[config.mk]
export PLATFORM = sky130hd
export DESIGN_NAME = fetch_stage
export DESIGN_NICKNAME = d
export VERILOG_FILES = /design/src/rtl/fetch_stage.sv
export SDC_FILE = /design/constraint.sdc
export NUM_CORES = 1
export LEC_CHECK = 0
export BUFFER_PORTS_ARGS = -buffer_cell sky130_fd_sc_hd__buf_2
export CAP_MARGIN = 20
export CORE_ASPECT_RATIO = 0.75
export CORE_UTILIZATION = 35
export DETAILED_ROUTE_END_ITERATION = 6
export GPL_ROUTABILITY_DRIVEN = 0
export PLACE_DENSITY = 0.56
export SYNTH_ARGS = -nofsm -noshare
export SYNTH_HDL_FRONTEND = slang
export SYNTH_SLANG_ARGS = --single-unit
[constraint.sdc]
create_clock -name clk -period 2.37 [get_ports clk]
set_input_delay 0.5925 -clock clk [delete_from_list [all_inputs] [get_ports clk]]
set_output_delay 0.5925 -clock clk [all_outputs]
set_load 0.02 [all_outputs]
[src/rtl/fetch_stage.sv]
// Instruction-fetch stage: owns the fetch PC and the imem read port,
// and hands {instr, pc} pairs to decode through a 2-entry buffer.
module fetch_stage #(
  parameter int                ADDR_W   = 8,
  parameter int                INSTR_W  = 16,
  parameter logic [ADDR_W-1:0] RESET_PC = '0
) (
  input  logic               clk,
  input  logic               rst,
  input  logic               br_taken,
  input  logic [ADDR_W-1:0]  br_target,
  output logic               imem_req,
  output logic [ADDR_W-1:0]  imem_addr,
  input  logic [INSTR_W-1:0] imem_rdata,
  output logic               if_valid,
  input  logic               if_ready,
  output logic [INSTR_W-1:0] if_instr,
  output logic [ADDR_W-1:0]  if_pc,
  output logic [ADDR_W-1:0]  pc_out
);

  typedef struct packed {
    logic [INSTR_W-1:0] instr;
    logic [ADDR_W-1:0]  pc;
  } entry_t;

  logic [ADDR_W-1:0] fetch_pc;
  logic [ADDR_W-1:0] inflight_pc;
  logic              inflight;
  logic [1:0]        count;
  entry_t            slot0;
  entry_t            slot1;
  entry_t            resp;

  logic room;
  logic pop;
  logic push;
  logic issue;

  // count + inflight never exceeds 2, so a 2-bit sum is exact
  assign room  = (count + {1'b0, inflight}) < 2'd2;
  assign pop   = if_valid && if_ready;
  assign push  = inflight;
  assign issue = !rst && !br_taken && (room || pop);

  assign imem_req  = issue;
  assign pc_out    = rst ? RESET_PC : fetch_pc;
  assign imem_addr = pc_out;

  assign if_valid = !rst && (count != 2'd0);
  assign if_instr = rst ? '0 : slot0.instr;
  assign if_pc    = rst ? '0 : slot0.pc;

  assign resp = '{instr: imem_rdata, pc: inflight_pc};

  always_ff @(posedge clk) begin
    if (rst) begin
      fetch_pc    <= RESET_PC;
      inflight    <= 1'b0;
      inflight_pc <= '0;
      count       <= 2'd0;
      slot0       <= '0;
      slot1       <= '0;
    end else if (br_taken) begin
      // flush: the response of the read in flight is dropped
      fetch_pc <= br_target;
      inflight <= 1'b0;
      count    <= 2'd0;
    end else begin
      inflight <= issue;
      if (issue) begin
        inflight_pc <= fetch_pc;
        fetch_pc    <= fetch_pc + ADDR_W'(1);
      end
      unique case ({push, pop})
        2'b10: begin
          if (count == 2'd0) slot0 <= resp;
          else               slot1 <= resp;
          count <= count + 2'd1;
        end
        2'b01: begin
          slot0 <= slot1;
          count <= count - 2'd1;
        end
        2'b11: begin
          if (count == 2'd1) begin
            slot0 <= resp;
          end else begin
            slot0 <= slot1;
            slot1 <= resp;
          end
        end
        default: ;
      endcase
    end
  end

endmodule

======== Yosys cells after proc, flatten, opt, wreduce, memory -nomap -nowiden ========
Index checks and enable logic that the tools add are counted.
operators by class
  bitwise operators ....................... 1
  equality and inequality tests ........... 7
  magnitude comparators ................... 1
  reductions and logical operators ........ 17
  multiplexer cells ....................... 12
  add/sub/neg operators ................... 4
operators with widths
  operator               count
  $mux W24               4
  $pmux W24 S3           1
  $pmux W24 S2           1
  $mux W8                4
  $mux W16               1
  $add A8 B1 Y8 const B  1
  $reduce_bool A2 Y1     4
  $ne A2 B2 Y1 const B   3
  $eq A2 B1 Y1 const B   2
  $eq A2 B2 Y1 const B   2
  $logic_and A1 B1 Y1    4
  $pmux W2 S2            1
  $reduce_and A4 Y1      1
  $reduce_and A3 Y1      1
  $reduce_bool A3 Y1     1
  $add A2 B1 Y2          1
  $add A2 B1 Y2 const B  1
  $logic_not A1 Y1       2
  $logic_not A2 Y1       1
  $lt A2 B2 Y1 const B   1
  $reduce_and A2 Y1      1
  $reduce_or A2 Y1       1
  $sub A2 B1 Y2 const B  1
  $logic_or A1 B1 Y1     1
  $not A1 Y1             1
word-level totals
  word-level logic and storage cells ...... 50
  input port bits ......................... 28
  register bits ........................... 67

======== Depth between registers and ports, before layout ========
  depth after elaboration ................. 7
  depth in mapped cells ................... 11
  depth with buffers taken out ............ 10

======== Worst setup path before layout ========
Ideal clock, no wire load.
  path kind ............................... register to register
  start point ............................. reg count[0]
  end point ............................... reg slot0[10] (netlist bit)
  stages on the path, launching flop included .. 12
  data required time ...................... 2.233 ns
  library setup time ...................... 0.137 ns
  path slack .............................. -0.084 ns
  path buffers ............................ 2
  data arrival time ....................... 2.317 ns
  cells stage by stage .................... dfxtp_1 inv_1 ha_1 nor2_2 and2_4 inv_2 ha_1 nor2b_1 nor3_1 clkbuf_1 buf_1 a211oi_1
on the way
  word-level cells in the longest chain between the ends .. 6
  elaborated cells on any way between the ends .. 13
  classes of those cells .................. 5 x eq/ne; 2 x mux; 6 x reduce/logical
ends and longest elaborated chain
  item                                                                        RTL line  text
  start, declared                                                             30        logic [1:0] count;
  start signal, assigned                                                      79        count <= count + 2'd1;
  start signal, assigned                                                      83        count <= count - 2'd1;
  $reduce_bool A2 Y1 (*)                                                      50        assign if_valid = !rst && (count != 2'd0);
  $logic_and A1 B1 Y1 (*)                                                     50
  named net if_valid                                                          15        output logic if_valid,
  $logic_and A1 B1 Y1 (*)                                                     42        assign pop = if_valid && if_ready;
  $eq A2 B2 Y1 / $eq A2 B1 Y1 (equally long branches)                         75        unique case ({push, pop})
  $ne A2 B2 Y1 (no source line) / $reduce_bool A3 Y1 (equally long branches)  -
  $reduce_and A3 Y1 (no source line)                                          -
  end signal, assigned                                                        77        if (count == 2'd0) slot0 <= resp;
  end signal, assigned                                                        82        slot0 <= slot1;
  end signal, assigned                                                        87        slot0 <= resp;
  end, declared                                                               31        entry_t slot0;
Mark *: on every way through the listed nets, which the timed path passes. The rest lies on a longest branch.
A chain may end at the register's enable or synchronous reset.

======== Worst setup path in the final report ========
  start point ............................. reg count[1]
  end point ............................... out imem_req
on the way
  word-level cells in the longest chain between the ends .. 5
  elaborated cells on any way between the ends .. 7
  classes of those cells .................. 1 x add/sub; 1 x order compare; 5 x reduce/logical
ends and longest elaborated chain
  item                                                                   RTL line  text
  parallel branches: the longest is 3 deep, another holds $add A2 B1 Y2  -
  $logic_or A1 B1 Y1 (*)                                                 44        assign issue = !rst && !br_taken && (room || pop);
  $logic_and A1 B1 Y1 (*)                                                44
  end, declared                                                          12        output logic imem_req,
Every way passes the cells marked *.

==> out/qor.txt <==
Num CTS Buffers: 9
Cells after Synth: 344
final hold vios: 0
Remaining Overflow, GRT: 0
first-pass iteration count of the detailed router: 6
Leak: 0.001786 uW
largest family of logic cells by synthesized area: simple AND/OR/NAND/NOR gates
worst setup path class: reg -> out
fin cells: 513
die width: 111.1 um
kind of start point of the critical path: flop
Synth Area in Compound Gates: 16.95%
commonest non-fill, non-tap cells in the layout: buf_2 (67), dfxtp_1 (65), nor2_1 (56)
Power Total: 2930 uW
final setup skew: 7.103 ps
Die ar.: 9305 um^2
clk_lat worst skew: 330 ps
antenna viol nets, final: 0
number of global-route vias before repair: 2510
cell area after synthesis: 3122 um^2
count of pins over their slew limit: 0
failing checks: DRC, setup timing
clk slew on worst S/H paths: 50 ps
Via Count: 2541
Setup crit end kind: output port
max-cap violation count: 0
post-synthesis mux area share: 10.18%
sum of negative setup slack: -8.575 ps
first-pass GRT wire length: 11590 um
share of total power in sequential cells: 42.0%
Hold Slack: 490.6 ps
Die H: 83.79 um
syn avg cell area: 9.075 um^2
Antenna Cells: 0
Initial Util: 36.46%
final wirelength: 7016 um
Post-synth EDFFs: 0
Crit path arrival time: 1790 ps
Tcrit/Tclk final: 100.4%
fmax: 0.4204 GHz
Root Buffer: clkbuf_16
DP HPWL: 4467 um
Core Rows: 29
P per Cell Area: 747.7 nW/um^2
final worst path period need: 2379 ps
Post-Synth XOR/XNOR Area: 0.8417%
Layout Nets: 436
largest net degree at the start of global routing: 56
Max-slew headroom: 58.15%
cell taking the most area after synthesis: dfxtp_1
Final Core Density: 45.76%
IO Port Bufs: 69
TritonCTS clock tree: yes
clock share of power: 45.5%
# clock sinks: 67
IR Drop Worst-Case VDD: 0.0003500 V
outcome: complete, but fails checks
Max Fanout on Critical Path: 3
Placed Cells: 498
Req. time, crit path: 1780 ps
Synth area leaders: dfxtp_1 (43%), mux2i_1 (8.0%), nor2b_1 (8.0%), nor2_1 (6.7%), a211oi_1 (6.0%)
top_reg_cell synth: dfxtp_1
Vias/cell: 4.953
Final Setup Violations: 1
Internal: 2236 uW
unrepaired setup endpoints after global routing: yes
Final WS setup: -8.575 ps
layout cells sized above 1: 28.89%
Post-Synth Adder-Cell Area: 2.405%
sequential cell area fraction in the yosys report: 42.97%
yosys warns: 0
Core ar.: 8563 um^2
commonest non-fill, non-tap cell in the layout: buf_2
mean routed wirelength per cell: 13.68 um
NetSw: 693.9 uW
Logic pwr share: 12.5%
Async SR Flop Fraction: 0%
worst min path class: reg -> reg
IO Pins: 70
post-synthesis simple-gate area fraction: 19.60%
total of flip-flops plus latches after synthesis: 67
Least-Margin Pin Slew: 621.2 ps
Switching Fraction: 23.68%
Overall Global Routing Usage: 15.70%
maximum root-to-sink buffer count: 2
Initial DRC Count: 107
CTS H-tree depth: 3
Residual DRC: 6
share of the synthesized area in the top cell type: 42.97%
Hold-fix buffers, CTS: 0
initial antenna violation count: 0
net count after synthesis: 378
Cell variety after synth: 39
Area Overhead vs Synth: 25.53%
==> sequential cells by signal, summed over array words and instances, names as in the netlist <==
name         flops
inflight_pc      8
slot0           24
inflight         1
fetch_pc         8
count            2
slot1           24
==> cell usage after synthesis (3+ instances only) <==
cell / count
buf_2: 5
nor2b_1: 40
clkbuf_1: 19
buf_4: 8
mux2_2: 6
a211oi_1: 25
inv_1: 9
nand3_1: 3
a22oi_1: 24
ha_1: 6
a311oi_1: 6
o21ai_0: 6
nor2_1: 56
dfxtp_1: 67
a21oi_1: 3
or3_1: 5
nor3_1: 3
nand2_1: 3
mux2i_1: 25
==> area by class of cell <==
class / count / area (um^2)
Timing Repair Buffer: 82 / 501.7
Tap cell: 108 / 135.1
Clock buffer: 12 / 266.5
Inverter: 10 / 37.54
Multi-Input combinational cell: 232 / 1599
Clock inverter: 2 / 35.03
Fill cell: 844 / 4644
Sequential cell: 67 / 1344
==> path summary, 6_finish.rpt <==
| check | slack (ps) | end | from | cells past startpoint |
|---|---|---|---|---|
| max | -9 | imem_req | count[1] | 9 |
| min reg2reg | 490 | slot0[18] | slot0[18] | 2 |
| min | 490 | slot0[18] | slot0[18] | 2 |
| max reg2reg | 220 | slot0[16] | count[1] | 12 |
==> per-stage QoR <==
| stage | setup WS (ps) | area, um^2 |
|---|---|---|
| floorplan | 21.41 | 3128 |
| global placement | 39.45 | 3583 |
| detailed placement | 11.99 | 3583 |
| CTS | -31.44 | 3919 |
| global route | -105.0 | 3919 |
| finish | -8.575 | 3919 |
==> timing repair <==
item | 4_1_cts | 5_1_grt
pin swaps | 0 | 1
resized for setup | 10 | 0
endpoints found under the setup margin | 1 | 1
buffers inserted | 1 | 0
==> cell families after synthesis <==
logic type / after synthesis
fa+ha+maj: 6
xor+xnor: 3
mux: 31
compound gates: 71
flops: 67
buf+inv: 45
simple gates: 121
==> routing by layer <==
layer / vias up / part of all wire [%] / wire (um) / track usage (%)
met4: 0 / 1.1 / 78 / 5.160
met5: - / 0 / 0 / 0
met1: 1167 / 49 / 3441 / 19.54
met2: 49 / 45 / 3126 / 25.39
met3: 7 / 5.3 / 369 / 5.519
li1: 1318 / - / - / -
==> critical path: stages, from the launching register on <==
cell and delay (ps):
dfxtp_2 330, inv_2 50, ha_4 170, nor2_4 70
and2_4 160, inv_2 40, o21a_4 100, or3_4 350
inv_2 70, buf_6 110
==> power groups by stage <==
| stage | combinational, uW | clock (uW) | sequential, uW |
|---|---|---|---|
| 2_1_floorplan | 264 | 0 | 1240 |
| 3_3_place_gp | 356 | 0 | 1250 |
| 3_5_place_dp | 361 | 0 | 1250 |
| 4_1_cts | 370 | 1370 | 1230 |
| 5_1_grt | 404 | 1420 | 1240 |
| 6_report | 366 | 1330 | 1230 |
(Power assumes the default switching activity.)
